### src/rtl/imem_fetch_ctrl.sv
// imem_fetch_ctrl: sequences one byte-wide memory port between the program loader
// (single-byte writes) and instruction fetch (four byte reads -> 32-bit big-endian word).
// Latency: fetch -> instr_valid in cycle 6, write -> mem_wr in cycle 1, back in IDLE in cycle 2.
// Backpressure: instr_valid is held in HOLD until instr_ready; requests are only accepted in IDLE.
// Optional feature macro: FETCH_MISALIGN_CHK_EN (rejects fetches with pc[1:0] != 0, pulses misalign).

module imem_fetch_ctrl #(
    parameter int ADDR_W = 8
) (
    input  logic              clk,
    input  logic              rst_n,
    // fetch side
    input  logic [31:0]       pc,
    input  logic              fetch_req,
    output logic [31:0]       instr,
    output logic              instr_valid,
    input  logic              instr_ready,
    output logic              fetch_busy,
    // loader side
    input  logic              load_en,
    input  logic [ADDR_W-1:0] load_addr,
    input  logic [7:0]        load_data,
    output logic              load_ready,
    // memory port
    output logic [ADDR_W-1:0] mem_addr,
    output logic              mem_rd,
    output logic              mem_wr,
    output logic [7:0]        mem_wdata,
    input  logic [7:0]        mem_rdata
`ifdef FETCH_MISALIGN_CHK_EN
    ,
    output logic              misalign
`endif
);

    typedef enum logic [2:0] {
        S_IDLE  = 3'd0,
        S_WRITE = 3'd1,
        S_READ  = 3'd2,
        S_DRAIN = 3'd3,
        S_HOLD  = 3'd4
    } state_t;

    state_t            r_state;
    logic [1:0]        r_cnt;
    logic [ADDR_W-1:0] r_mem_addr;
    logic              r_mem_rd;
    logic              r_mem_wr;
    logic [7:0]        r_mem_wdata;
    logic [31:0]       r_instr;
    logic              r_instr_valid;
    logic              r_fetch_busy;
`ifdef FETCH_MISALIGN_CHK_EN
    logic              r_misalign;
`endif

    logic              w_pc_misaligned;
    logic              w_unused_pc_hi;

    // Address bits above the memory size never reach the array.
    assign w_unused_pc_hi = ^pc[31:ADDR_W];

`ifdef FETCH_MISALIGN_CHK_EN
    assign w_pc_misaligned = (pc[1:0] != 2'b00);
`else
    assign w_pc_misaligned = 1'b0;
`endif

    // Main sequencer: state, byte counter and all registered outputs.
    always_ff @(posedge clk or negedge rst_n) begin
        if (!rst_n) begin
            r_state       <= S_IDLE;
            r_cnt         <= 2'd0;
            r_mem_addr    <= '0;
            r_mem_rd      <= 1'b0;
            r_mem_wr      <= 1'b0;
            r_mem_wdata   <= 8'd0;
            r_instr       <= 32'd0;
            r_instr_valid <= 1'b0;
            r_fetch_busy  <= 1'b0;
`ifdef FETCH_MISALIGN_CHK_EN
            r_misalign    <= 1'b0;
`endif
        end else begin
            // strobes are single-cycle unless re-armed below
            r_mem_rd   <= 1'b0;
            r_mem_wr   <= 1'b0;
`ifdef FETCH_MISALIGN_CHK_EN
            r_misalign <= 1'b0;
`endif
            case (r_state)
                S_IDLE: begin
                    if (load_en) begin
                        // loader wins over fetch when both ask in the same cycle
                        r_mem_addr   <= load_addr;
                        r_mem_wdata  <= load_data;
                        r_mem_wr     <= 1'b1;
                        r_fetch_busy <= 1'b1;
                        r_state      <= S_WRITE;
                    end else if (fetch_req) begin
                        if (w_pc_misaligned) begin
`ifdef FETCH_MISALIGN_CHK_EN
                            r_misalign <= 1'b1;
`endif
                        end else begin
                            // first read goes out right away; mem_addr doubles as base+cnt
                            r_mem_addr   <= pc[ADDR_W-1:0];
                            r_mem_rd     <= 1'b1;
                            r_cnt        <= 2'd0;
                            r_fetch_busy <= 1'b1;
                            r_state      <= S_READ;
                        end
                    end
                end

                S_WRITE: begin
                    r_fetch_busy <= 1'b0;
                    r_state      <= S_IDLE;
                end

                S_READ: begin
                    // read data lags the strobe by one cycle, so nothing to capture at cnt 0
                    if (r_cnt != 2'd0) begin
                        r_instr <= {r_instr[23:0], mem_rdata};
                    end
                    if (r_cnt == 2'd3) begin
                        r_state <= S_DRAIN;
                    end else begin
                        r_cnt      <= r_cnt + 2'd1;
                        r_mem_addr <= r_mem_addr + {{(ADDR_W-1){1'b0}}, 1'b1};
                        r_mem_rd   <= 1'b1;
                    end
                end

                S_DRAIN: begin
                    r_instr       <= {r_instr[23:0], mem_rdata};
                    r_instr_valid <= 1'b1;
                    r_state       <= S_HOLD;
                end

                S_HOLD: begin
                    if (instr_ready) begin
                        r_instr_valid <= 1'b0;
                        r_fetch_busy  <= 1'b0;
                        r_state       <= S_IDLE;
                    end
                end

                default: begin
                    r_fetch_busy  <= 1'b0;
                    r_instr_valid <= 1'b0;
                    r_state       <= S_IDLE;
                end
            endcase
        end
    end

    assign load_ready  = (r_state == S_IDLE);
    assign mem_addr    = r_mem_addr;
    assign mem_rd      = r_mem_rd;
    assign mem_wr      = r_mem_wr;
    assign mem_wdata   = r_mem_wdata;
    assign instr       = r_instr;
    assign instr_valid = r_instr_valid;
    assign fetch_busy  = r_fetch_busy;
`ifdef FETCH_MISALIGN_CHK_EN
    assign misalign    = r_misalign;
`endif

endmodule

### config.mk
export PLATFORM = sky130hd
export DESIGN_NAME = imem_fetch_ctrl
export DESIGN_NICKNAME = d
export VERILOG_FILES = /design/src/rtl/imem_fetch_ctrl.sv
export SDC_FILE = /design/constraint.sdc
export NUM_CORES = 1
export LEC_CHECK = 0
export BUFFER_PORTS_ARGS = -buffer_cell sky130_fd_sc_hd__buf_2
export CAP_MARGIN = 10
export CORE_MARGIN = 5
export CORE_UTILIZATION = 42
export DETAILED_ROUTE_END_ITERATION = 6
export HOLD_SLACK_MARGIN = 0.12
export PLACE_DENSITY_LB_ADDON = 0.2
export SETUP_SLACK_MARGIN = 0.2
export SYNTH_ARGS = -nofsm -noshare
export SYNTH_HDL_FRONTEND = slang
export SYNTH_SLANG_ARGS = --single-unit
### constraint.sdc
create_clock -name clk -period 1.57 [get_ports clk]
set_input_delay 0.157 -clock clk [delete_from_list [all_inputs] [get_ports clk]]
set_output_delay 0.157 -clock clk [all_outputs]
set_load 0.02 [all_outputs]
==> run_results.csv <==
group,metric,value,unit
synth,ys_seq_elements,57,
clocking,cts.sinks,57,
critical_path,timing.critical_path.to_type,"flip-flop",
sta,final-hold-violation-count,0,
pwr,combPwrFrac,0.552,
pwr,final_total_pwr,9.30,mW
layout,layout_commonest_cell,"sky130_fd_sc_hd__buf_2",
sta,finalMaxSlewViolations,0,
routing,drt_wl_total,6.34,mm
pwr,netSwitchingFraction,0.394,
placed_design,gp_congestion,0.768,
sta,fin_skew,0.00888,ns
sta,post-route-worst-setup-slack,0.0509,ns
synth,netlist_area,2520,um^2
placed_design,port-buffer-count,89,
sta,setup-tns-final,0,ns
critical_path,crit_fanout,6,
layout,design.final.nets,397,
synth,synth-seq-area-share,0.565,
synth,synth_top_flop_cell,"sky130_fd_sc_hd__dfrtp_1",
clocking,cts_buffers,9,
routing,post_route_antenna_net_violation_count,0,
sta,setup_viol,0,
die,design.portCount,114,
synth,synth-edff-count,0,
clocking,clock_pin_slew_worst_setup_and_hold_paths,0.06,ns
critical_path,critical-path-max-stage-delay,0.46,ns
placed_design,pre_cts_ws,0.00914,ns
global_routing,grt_use_total,0.167,
die,die_h,87.5,um
clocking,htree_num_levels,3,
layout,multiInputGateArea,1190,um^2
layout,flow.area_growth_from_synthesis,52.9,%
clocking,clock_tree.root_cell,"sky130_fd_sc_hd__clkbuf_8",
clocking,cts_tree,"done",
routing,avgRoutedWirePerCell,15.4,um
routing,vias,2073,
placed_design,place_hpwl,3.76,mm
sta,post-route-min-period,1.52,ns
layout,fill_cells,471,
die,starting_density_of_the_core,0.429,
critical_path,crit_slowest_cell,"sky130_fd_sc_hd__dfrtp_2",
critical_path,worstPathRequired,1.77,ns
die,floorplan.core_area,5890,um^2
pwr,ir_drop,0.00118,V
layout,antenna-diode-count,0,
synth,netlist-cell-type-count,33,
global_routing,grt_overflow_total,0,
pwr,clock_power_share,0.147,
synth,post_synth_arst_share,1.00,
job,number_of_maximum_capacitance_violations,0,
outcome,run_status,"completed",
min_path,holdCritStartpoint,"load_en",
global_routing,number_of_global_route_vias_before_repair,2081,
pwr,seqPwrFrac,0.301,
sta,period_share,0.968,
clocking,cts_buffer_depth,2,
die,die_area,7660,um^2
sta,relSlewSlack,0.723,
routing,detail_route.drc_violations,0,
critical_path,critical_path_class,"flip-flop to flip-flop",
min_path,hold_path.class,"input pin to flip-flop",
critical_path,cp-start-kind,"flip-flop",
routing,drt_pass1_iterations,4,
critical_path,crit_start,"r_state[0]$_DFFE_PN0P_",
pwr,p_leak,1.87,nW
layout,register_area,1430,um^2
pwr,total_switching_power,3.67,mW
global_routing,grt_antenna_before_repair,0,
sta,grt_setup_unrepaired,"yes",
pwr,cellInternalPower,5.63,mW
pwr,power-per-cell-area,2410,nW/um^2
sta,worst_slew_pin_slew,0.414,ns
die,number_of_standard_cell_rows_in_the_floorplan,28,
critical_path,cp_cell_sequence,"buf_6 > or3b_4 > o31ai_2 > a21oi_1",
synth,synthesis.area_per_instance,12.6,um^2
sta,fmax,658,MHz
clocking,clock_latency,0.33,ns
sta,final.hold.worst_slack,0.192,ns
layout,post_route_cells_drive_above_1_share,0.564,
global_routing,largest_net_degree_at_the_start_of_global_routing,58,
routing,initialDrtViolationCount,52,
synth,synthesis.instances,200,
critical_path,worst_ep_arrival,1.72,ns
critical_path,r2r-start,"r_state[0]$_DFFE_PN0P_",
die,die_x,87.5,um
layout,most-common-layout-cells,"sky130_fd_sc_hd__buf_2 (89), sky130_fd_sc_hd__dfrtp_1 (55), sky130_fd_sc_hd__mux2_4 (24), sky130_fd_sc_hd__dlygate4sd3_1 (18), sky130_fd_sc_hd__mux2_2 (16)",
global_routing,grt_pass1_wl,9.76,mm
synth,yosysWarnings,0,
routing,number_of_vias_per_cell_after_detailed_routing,5.03,
synth,synth_nets,264,
==> layout make-up <==
class / count / area share
Multi-Input combinational cell: 126 / 0.310
Inverter: 7 / 0.00681
Sequential cell: 57 / 0.370
Timing Repair Buffer: 132 / 0.238
Tap cell: 75 / 0.0243
Clock inverter: 3 / 0.0104
Clock buffer: 12 / 0.0402
==> critical path, delay by kind of cell (launching register included) <==
family          cells  cell delay (ns)
flops               1             0.46
simple gates        1             0.45
compound gates      2             0.34
buf+inv             1             0.15
==> flip-flops by register name (all words and copies together) (netlist names) <==
register	flops
r_cnt	2
mem_wr	1
instr	32
instr_valid	1
mem_addr	8
mem_wdata	8
r_state	3
fetch_busy	1
mem_rd	1
==> path summary, 6_finish.rpt <==
kind	end	slack, ns	cells past startpoint
max	mem_addr[6]$_DFFE_PN0P_	0.05	4
min	r_state[0]$_DFFE_PN0P_	0.19	3
max reg2reg	mem_addr[6]$_DFFE_PN0P_	0.05	4
min reg2reg	mem_wdata[6]$_DFFE_PN0P_	0.50	1
max in group asynchronous	r_state[0]$_DFFE_PN0P_	0.92	3
min in group asynchronous	instr[3]$_DFFE_PN0P_	0.37	3
==> through the flow <==
stage | instances | instance area, um^2 | utilization
after CTS | 410 | 3750 | 0.636
after global routing | 412 | 3860 | 0.655
after detailed placement | 365 | 3160 | 0.537
after global placement | 365 | 3160 | 0.537
after floorplan | 200 | 2600 | -
final | 412 | 3860 | 0.655
==> power groups by stage <==
stage | clock, mW | sequential, mW | combinational [mW]
finish | 1.36 | 2.80 | 5.13
global route | 1.45 | 2.90 | 5.49
CTS | 1.39 | 2.77 | 4.83
detailed placement | 0 | 2.79 | 4.16
global placement | 0 | 2.77 | 4.10
floorplan | 0 | 3.51 | 2.19
==> synthesized netlist by cell type, types with 2 or more instances <==
| cell | instances | area (um^2) |
|---|---|---|
| sky130_fd_sc_hd__buf_4 | 4 | 30.0 |
| sky130_fd_sc_hd__nand2_1 | 11 | 41.3 |
| sky130_fd_sc_hd__nor2_1 | 6 | 22.5 |
| sky130_fd_sc_hd__nor3_1 | 5 | 25.0 |
| sky130_fd_sc_hd__buf_2 | 5 | 25.0 |
| sky130_fd_sc_hd__o22a_1 | 2 | 17.5 |
| sky130_fd_sc_hd__inv_1 | 6 | 22.5 |
| sky130_fd_sc_hd__o21ai_0 | 9 | 45.0 |
| sky130_fd_sc_hd__o31ai_1 | 4 | 30.0 |
| sky130_fd_sc_hd__dfrtp_1 | 57 | 1430 |
| sky130_fd_sc_hd__ha_1 | 3 | 37.5 |
| sky130_fd_sc_hd__nor3b_1 | 2 | 15.0 |
| sky130_fd_sc_hd__a21oi_1 | 15 | 75.1 |
| sky130_fd_sc_hd__mux2i_1 | 7 | 70.1 |
| sky130_fd_sc_hd__nor2b_1 | 3 | 18.8 |
| sky130_fd_sc_hd__mux2_2 | 40 | 450 |
| sky130_fd_sc_hd__nand3_1 | 5 | 25.0 |
==> what timing repair did <==
action                                  4_1_cts  5_1_grt
endpoints found under the setup margin       49       51
hold buffers                                 18        0
setup buffers                                 9        1
endpoints found under the hold margin        74        0
gates resized for setup                      22       21
cloned                                        3        1
pin swaps                                     5        7
==> per-layer routing <==
layer | routed length, um | track usage
met3 | 418 | 0.0605
met4 | 76 | 0.0586
met1 | 2710 | 0.204
met2 | 3130 | 0.272
met5 | 0 | 0
==> cells by family after synthesis <==
| kind of cell | share of synthesized area |
|---|---|
| multiplexers | 0.206 |
| buffers and inverters | 0.0382 |
| adder cells (fa/ha/maj) | 0.0149 |
| AND/OR/NAND/NOR | 0.0754 |
| flip-flops | 0.565 |
| AO/OA/AOI/OAI | 0.0997 |
(Power assumes the default switching activity.)
